File: config.mk
export PLATFORM = sky130hd
export DESIGN_NAME = alu_md
export DESIGN_NICKNAME = d
export VERILOG_FILES = /design/src/rtl/alu_md.sv
export SDC_FILE = /design/constraint.sdc
export NUM_CORES = 1
export LEC_CHECK = 0
export BUFFER_PORTS_ARGS = -buffer_cell sky130_fd_sc_hd__buf_2
export CAP_MARGIN = 10
export CORE_ASPECT_RATIO = 1.2
export CORE_UTILIZATION = 38
export CTS_BUF_LIST = sky130_fd_sc_hd__clkbuf_4 sky130_fd_sc_hd__clkbuf_8
export DETAILED_ROUTE_END_ITERATION = 6
export GPL_TIMING_DRIVEN = 0
export SYNTH_ARGS = -nofsm -noshare
export SYNTH_HDL_FRONTEND = slang
export SYNTH_SLANG_ARGS = --single-unit
File: constraint.sdc
create_clock -name clk -period 13 [get_ports clk]
set_input_delay 2.6 -clock clk [delete_from_list [all_inputs] [get_ports clk]]
set_output_delay 2.6 -clock clk [all_outputs]
set_load 0.1 [all_outputs]
File: src/rtl/alu_md.sv
`default_nettype none
// ============================================================================
//  Module      : alu_md
//  Description : Single-issue ALU with iterative multiply/divide unit.
//                Base ops complete in one cycle; multiply/divide run a
//                radix-2 shift-add / restoring-subtract loop on operand
//                magnitudes, then apply sign and hi/lo or quo/rem select.
//  Revision    : 1.0 - initial release
// ============================================================================
module alu_md #(
    parameter int XLEN = 32
) (
    input  logic                    clk,
    input  logic                    rst_n,
    input  logic                    in_valid,
    output logic                    in_ready,
    input  logic [XLEN-1:0]         A,
    input  logic [XLEN-1:0]         B,
    input  logic [$clog2(XLEN)-1:0] ShAmt,
    input  logic [4:0]              ALUFn,
    output logic                    out_valid,
    input  logic                    out_ready,
    output logic [XLEN-1:0]         R,
    output logic                    CF,
    output logic                    ZF,
    output logic                    VF,
    output logic                    SF
);

    localparam int            CW         = $clog2(XLEN);
    localparam logic [CW-1:0] c_CNT_INIT = CW'(XLEN - 1);

    typedef enum logic [1:0] {
        IDLE = 2'd0,
        BUSY = 2'd1,
        FIX  = 2'd2,
        DONE = 2'd3
    } state_t;

    state_t            r_state, w_next;
    logic [CW-1:0]     r_cnt;
    logic [2:0]        r_op;
    logic [XLEN-1:0]   r_a, r_md, r_hi, r_lo, r_r;
    logic              r_neg_a, r_neg_b, r_bz;
    logic              r_cf, r_zf, r_vf, r_sf;

    // ---------------- base-op datapath (operates on live inputs) ----------
    logic              w_sub;
    logic [XLEN-1:0]   w_addb, w_res, w_sra, w_base_r;
    logic [XLEN:0]     w_sum;
    logic              w_cf, w_zf, w_vf, w_sf;

    assign w_sub  = (ALUFn[3:0] == 4'b0001) || (ALUFn[3:0] == 4'b1101) ||
                    (ALUFn[3:0] == 4'b1111);
    assign w_addb = w_sub ? ~B : B;
    assign w_sum  = {1'b0, A} + {1'b0, w_addb} + {{XLEN{1'b0}}, w_sub};
    assign w_res  = w_sum[XLEN-1:0];
    assign w_cf   = w_sum[XLEN];
    assign w_zf   = (w_res == '0);
    assign w_sf   = w_res[XLEN-1];
    assign w_vf   = (A[XLEN-1] == w_addb[XLEN-1]) && (w_res[XLEN-1] != A[XLEN-1]);
    assign w_sra  = $signed(A) >>> ShAmt;

    // Base result mux; unlisted codes produce zero
    always_comb begin
        w_base_r = '0;
        case (ALUFn[3:0])
            4'b0000, 4'b0001: w_base_r = w_res;
            4'b0011:          w_base_r = B;
            4'b0100:          w_base_r = A | B;
            4'b0101:          w_base_r = A & B;
            4'b0111:          w_base_r = A ^ B;
            4'b1000:          w_base_r = A >> ShAmt;
            4'b1001:          w_base_r = A << ShAmt;
            4'b1010:          w_base_r = w_sra;
            4'b1101:          w_base_r = {{(XLEN-1){1'b0}}, w_sf ^ w_vf};
            4'b1111:          w_base_r = {{(XLEN-1){1'b0}}, ~w_cf};
            default:          w_base_r = '0;
        endcase
    end

    // ---------------- M-op operand conditioning ----------------------------
    // A is unsigned for MULHU/DIVU/REMU; B is unsigned for MULHSU/MULHU/DIVU/REMU
    logic            w_a_sgn, w_b_sgn, w_neg_a, w_neg_b;
    logic [XLEN-1:0] w_mag_a, w_mag_b;

    assign w_a_sgn = ~(ALUFn[0] & (ALUFn[1] | ALUFn[2]));
    assign w_b_sgn = ~((~ALUFn[2] & ALUFn[1]) | (ALUFn[2] & ALUFn[0]));
    assign w_neg_a = w_a_sgn & A[XLEN-1];
    assign w_neg_b = w_b_sgn & B[XLEN-1];
    assign w_mag_a = w_neg_a ? -A : A;
    assign w_mag_b = w_neg_b ? -B : B;

    // ---------------- iteration step logic ---------------------------------
    logic [XLEN:0]   w_madd, w_shl, w_diff;
    logic            w_ge;

    assign w_madd = {1'b0, r_hi} + (r_lo[0] ? {1'b0, r_md} : '0);
    assign w_shl  = {r_hi, r_lo[XLEN-1]};
    assign w_diff = w_shl - {1'b0, r_md};
    assign w_ge   = ~w_diff[XLEN];

    // ---------------- final sign fix and result select ----------------------
    logic [2*XLEN-1:0] w_prod_s;
    logic [XLEN-1:0]   w_quo, w_rem, w_mres;

    assign w_prod_s = (r_neg_a ^ r_neg_b) ? -{r_hi, r_lo} : {r_hi, r_lo};
    assign w_quo    = (r_neg_a ^ r_neg_b) ? -r_lo : r_lo;
    assign w_rem    = r_neg_a ? -r_hi : r_hi;

    // Divide-by-zero bypasses the loop result with fixed RV32M values
    always_comb begin
        w_mres = '0;
        case (r_op)
            3'b000:         w_mres = w_prod_s[XLEN-1:0];
            3'b100, 3'b101: w_mres = r_bz ? '1 : w_quo;
            3'b110, 3'b111: w_mres = r_bz ? r_a : w_rem;
            default:        w_mres = w_prod_s[2*XLEN-1:XLEN];
        endcase
    end

    // ---------------- control FSM -------------------------------------------
    // State register
    always_ff @(posedge clk) begin
        if (!rst_n) r_state <= IDLE;
        else        r_state <= w_next;
    end

    // Next-state decode
    always_comb begin
        w_next = r_state;
        case (r_state)
            IDLE: if (in_valid) w_next = ALUFn[4] ? BUSY : DONE;
            BUSY: if (r_cnt == '0) w_next = FIX;
            FIX:  w_next = DONE;
            DONE: if (out_ready) w_next = IDLE;
            default: w_next = IDLE;
        endcase
    end

    assign in_ready  = (r_state == IDLE);
    assign out_valid = (r_state == DONE);

    // Operand capture, iteration and result registers
    always_ff @(posedge clk) begin
        if (!rst_n) begin
            r_cnt   <= '0;
            r_op    <= '0;
            r_a     <= '0;
            r_md    <= '0;
            r_hi    <= '0;
            r_lo    <= '0;
            r_neg_a <= 1'b0;
            r_neg_b <= 1'b0;
            r_bz    <= 1'b0;
            r_r     <= '0;
            r_cf    <= 1'b0;
            r_zf    <= 1'b0;
            r_vf    <= 1'b0;
            r_sf    <= 1'b0;
        end else begin
            case (r_state)
                IDLE: if (in_valid) begin
                    if (!ALUFn[4]) begin
                        r_r  <= w_base_r;
                        r_cf <= w_cf;
                        r_zf <= w_zf;
                        r_vf <= w_vf;
                        r_sf <= w_sf;
                    end else begin
                        r_op    <= ALUFn[2:0];
                        r_a     <= A;
                        r_neg_a <= w_neg_a;
                        r_neg_b <= w_neg_b;
                        r_bz    <= (B == '0);
                        r_cnt   <= c_CNT_INIT;
                        r_hi    <= '0;
                        // Divide shifts the dividend through lo; multiply shifts the multiplier
                        r_lo    <= ALUFn[2] ? w_mag_a : w_mag_b;
                        r_md    <= ALUFn[2] ? w_mag_b : w_mag_a;
                    end
                end
                BUSY: begin
                    if (r_cnt != '0) r_cnt <= r_cnt - CW'(1);
                    if (r_op[2]) begin
                        r_hi <= w_ge ? w_diff[XLEN-1:0] : w_shl[XLEN-1:0];
                        r_lo <= {r_lo[XLEN-2:0], w_ge};
                    end else begin
                        r_hi <= w_madd[XLEN:1];
                        r_lo <= {w_madd[0], r_lo[XLEN-1:1]};
                    end
                end
                FIX: begin
                    r_r  <= w_mres;
                    r_zf <= (w_mres == '0);
                    r_sf <= w_mres[XLEN-1];
                    r_cf <= 1'b0;
                    r_vf <= 1'b0;
                end
                default: ;
            endcase
        end
    end

    assign R  = r_r;
    assign CF = r_cf;
    assign ZF = r_zf;
    assign VF = r_vf;
    assign SF = r_sf;

endmodule
`default_nettype wire

==> impl_summary.md <==
Clock network
Buffers added to address setup during post-CTS repair amount to 0. TritonCTS built the clock tree. The maximum buffer depth of the clock tree is 2. The total number of clock tree sinks is 177. The post-cts sizing count is 0.

The clock insertion delay at the later pin of the skew report is 0.54 ns. CTS placed an instance of clkbuf_8 at the clock tree root. The clock-pin slew on the worst setup and hold paths is 0.12 ns. The number of levels in the clock H-tree is 4.

The cts-stage hold buffer count is 0. The total clock buffers created by CTS is 17.

Setup path
The sort of element at the end of the critical path is a register. For the worst flop-to-flop path, the logic depth is 14. The worst setup path is launched from a primary input.

The startpoint of the most critical setup path is ALUFn[2]. The setup slack on the worst flop-to-flop path is 7.05 ns. Of all nets on the critical path, the largest fanout is 10. The required time at the endpoint of the critical path is 13.47 ns.

The start-to-end type of the worst setup path is primary input to register. The endpoint identified for the worst register-to-register timing path is ZF. For the worst setup path, the data arrival time is 8.99 ns. The origin of the critical flop-to-flop path is r_lo[0]. The worst setup path endpoint is ZF.

Placement
The number of buffers added on ports is 109. The congestion estimate from routability-driven global placement came to 1.09. The half-perimeter wire length after placement is 115000 um.

Floorplanning
The floorplan has 99 rows. The region available for standard cell placement spans 0.0609 mm^2. The number of primary I/O pins is 116. The die covers 0.0628 mm^2.

Measured along the x axis, the die boundary spans 229 um. The initial utilization of the core area, before any placement, comes to 0.385. Measured along the y axis, the die boundary spans 274 um.

Detailed routing
The number of routed nets with antenna violations is 0. After the first detailed-routing iteration, the DRC count stood at 3553. The final wirelength is 143000 um. The total via count in the routed design is 28.4k. In the final routed layout, each cell accounts on average for 33.3 um. Dividing the detail-routed via count by the number of cells gives 6.64. The first-pass iteration count of the detailed router is 7.

The final routed DRC violation total is 1.

STA
The transition time at the pin with the least slew margin is 1.49 ns. The worst hold slack across all endpoints is 0.455 ns. Setup violations remaining at the end of the flow were counted as 0. Dividing the final minimum period by the clock period gives 0.655. The upper clock frequency limit is 117 MHz.

The hold violation total from the final report came to 0. The final number of max-transition violations is 0. Summed over all failing endpoints, the final setup total negative slack is 0 ns. The smallest clock period supported by the final layout is computed as 8.52 ns. The worst relative slew slack is 0.00132. Setup repair after global routing left no endpoint under its margin. The clock skew is 0.0341 ns.

Global routing
The initial antenna violation count came to 7. Entering global routing, the biggest net connects 18 pins. The first-pass GRT wire length is 199000 um.

The number of global-route vias before repair was 27.1k. The total overflow left after global routing is 0. The total global routing track utilization is 0.444.

Power and ir drop
Of the total power, the share spent switching nets is 0.598. The analysis attributes to cell leakage a power of 9.94 nW. IR analysis of the VDD net gives a maximum drop of 133 uV. The net switching power figure is 0.00220 W. Internal power comes to 0.00148 W.

The power density normalized to cell area is 144 mW/mm^2. The sequential cell fraction of total power is 0.208. The combinational cell fraction of total power is 0.678. Of the total power, the clock network draws 0.114.

Synthesis
The cell area that synthesis handed to floorplanning was 0.0235 mm^2. The sequential share of the synthesized area is 0.151. The cell count after synthesis came out at 3313. The leading register cell type out of synthesis is dfxtp_1.

The share of synthesized area in the top cell type comes to 0.151. By area the synthesized netlist is led by dfxtp_1 (15%), ha_1 (9.0%), a21oi_1 (6.7%). The cell type with the highest aggregate area in the netlist is dfxtp_1. After synthesis the netlist holds a flip-flop and latch count of 177. The synthesized net count is 3563. The synthesized area per cell is 7.08 um^2. The post-synthesis async set-or-reset flop share is 0. The count of distinct cell types in the synthesized netlist is 84. Yosys printed 0 warnings. The number of synthesized flops with an enable pin is 0.

Min path
The worst min-delay path category is register to register.

Layout
Fill cells in the final layout number 6708. For this run, the post-layout net count is 3697. The share of final-layout standard cells stronger than drive strength 1 is 0.0775. Compared with the post-synthesis result, the final layout area differs by 8.60%.

Outcome
The checks that failed: DRC, capacitance limit. The run finished, with violations left.

Job
Across the run, the number of max-cap violations was 1.
[routing by layer]
metal	track usage	up-vias	share of wire
li1	-	12400	-
met3	0.0900	589	0.085
met4	0.422	4	0.11
met1	0.486	13500	0.36
met2	0.720	1817	0.45
met5	0	-	0.00019
[logic make-up (layout without fill, tap and decap cells)]
group           Yosys count  in the layout  share of synthesized area
mux                     165            165                     0.0972
buf+inv                 427            574                     0.0695
xor+xnor                231            231                     0.0862
flops                   177            177                      0.151
compound gates         1098           1098                      0.302
other cells               0              7                          0
fa+ha+maj               172            172                     0.0926
simple gates           1043           1043                      0.201
[cells in the mapped netlist (all sizes together) (7+ instances only)]
cell type / instances
a2111oi: 7
a211oi: 49
a21o: 47
a21oi: 313
a221oi: 44
a22oi: 36
a311oi: 33
a31oi: 46
a41oi: 13
and2: 13
and3: 19
buf: 42
clkbuf: 235
dfxtp: 177
ha: 169
inv: 147
mux2: 14
mux2i: 102
mux4: 49
nand2: 388
nand2b: 17
nand3: 54
nand3b: 10
nand4: 27
nor2: 318
nor2b: 12
nor3: 65
nor4: 29
o211ai: 65
o21a: 20
o21ai: 248
o21bai: 14
o221ai: 11
o22ai: 19
o311ai: 8
o31a: 9
o31ai: 25
o41ai: 18
or2: 26
or3: 23
or4: 23
xnor2: 174
xor2: 57
[power by group through the flow]
stage	logic, W	clock network [W]	registers, W
finish	0.00250	0.000418	0.000766
global route	0.00260	0.000432	0.000771
CTS	0.00239	0.000417	0.000758
detailed placement	0.00238	0	0.000770
global placement	0.00239	0	0.000769
floorplan	0.00134	0	0.000951
[how the worst min path moves through the flow]
| stage | cells past startpoint | startpoint | endpoint |
|---|---|---|---|
| 4_1_cts | 2 | r_a[23] | r_a[23] |
| 6_report | 2 | r_a[23] | r_a[23] |
| 3_5_place_dp | 2 | r_a[23] | r_a[23] |
| 2_1_floorplan | 2 | r_a[22] | r_a[22] |
| 5_1_grt | 2 | r_md[21] | r_md[21] |
| 3_3_place_gp | 2 | r_md[13] | r_md[13] |
[state kept, by name, indices dropped and copies added (netlist names)]
register and cells:
r_lo 32, CF 1, R 32, ZF 1
r_state 2, SF 1, r_cnt 5, r_neg_a 1
r_bz 1, r_neg_b 1, r_hi 32, r_op 3
VF 1, r_md 32, r_a 32
[through the flow]
stage | power, W | cells | util | cell area [um^2] | worst slack (ns)
finish | 0.00368 | 4275 | 0.418 | 25500 | 4.48
global route | 0.00380 | 4271 | 0.418 | 25500 | 4.42
CTS | 0.00356 | 4268 | 0.418 | 25500 | 4.82
detailed placement | 0.00315 | 4236 | 0.412 | 25100 | 4.27
floorplan | 0.00229 | 3313 | - | 23500 | 6.33
global placement | 0.00316 | 4230 | 0.411 | 25000 | 4.03
[final cells by class]
| class | instances | area, um^2 | area share |
|---|---|---|---|
| Timing Repair Buffer | 115 | 589 | 0.0231 |
| Buffer | 277 | 1070 | 0.0419 |
| Clock inverter | 13 | 145 | 0.00569 |
| Antenna cell | 7 | 17.5 | 0.000687 |
| Inverter | 150 | 563 | 0.0221 |
| Clock buffer | 19 | 249 | 0.00977 |
| Sequential cell | 177 | 3540 | 0.139 |
| Multi-Input combinational cell | 2709 | 18300 | 0.718 |
| Tap cell | 808 | 1010 | 0.0397 |
[worst max-delay path: stages]
cell and delay [ns]:
clkbuf_1 0.47, or3_1 0.54, nand2_1 0.10, nand2_1 0.18, buf_1 0.68, xnor2_1 0.23
fa_1 0.49, a211oi_1 0.32, o211ai_1 0.18, a41oi_1 0.40, o211ai_1 0.15, a31oi_1 0.43
o21ai_0 0.23, xnor2_1 0.49, nand4_1 0.44, nor4_1 0.71, nand4_1 0.18, o21bai_1 0.15
[cells in the final DEF (no fill, tap or decap), drive strengths merged, types with 54 or more instances in the layout]
| master | instances |
|---|---|
| nand2 | 388 |
| nor2 | 318 |
| a21oi | 313 |
| clkbuf | 254 |
| o21ai | 248 |
| dfxtp | 177 |
| xnor2 | 174 |
| ha | 169 |
| buf | 157 |
| inv | 154 |
| mux2i | 102 |
| o211ai | 65 |
| nor3 | 65 |
| xor2 | 57 |
| nand3 | 54 |
Note: power is estimated with default switching activity, not from simulation.
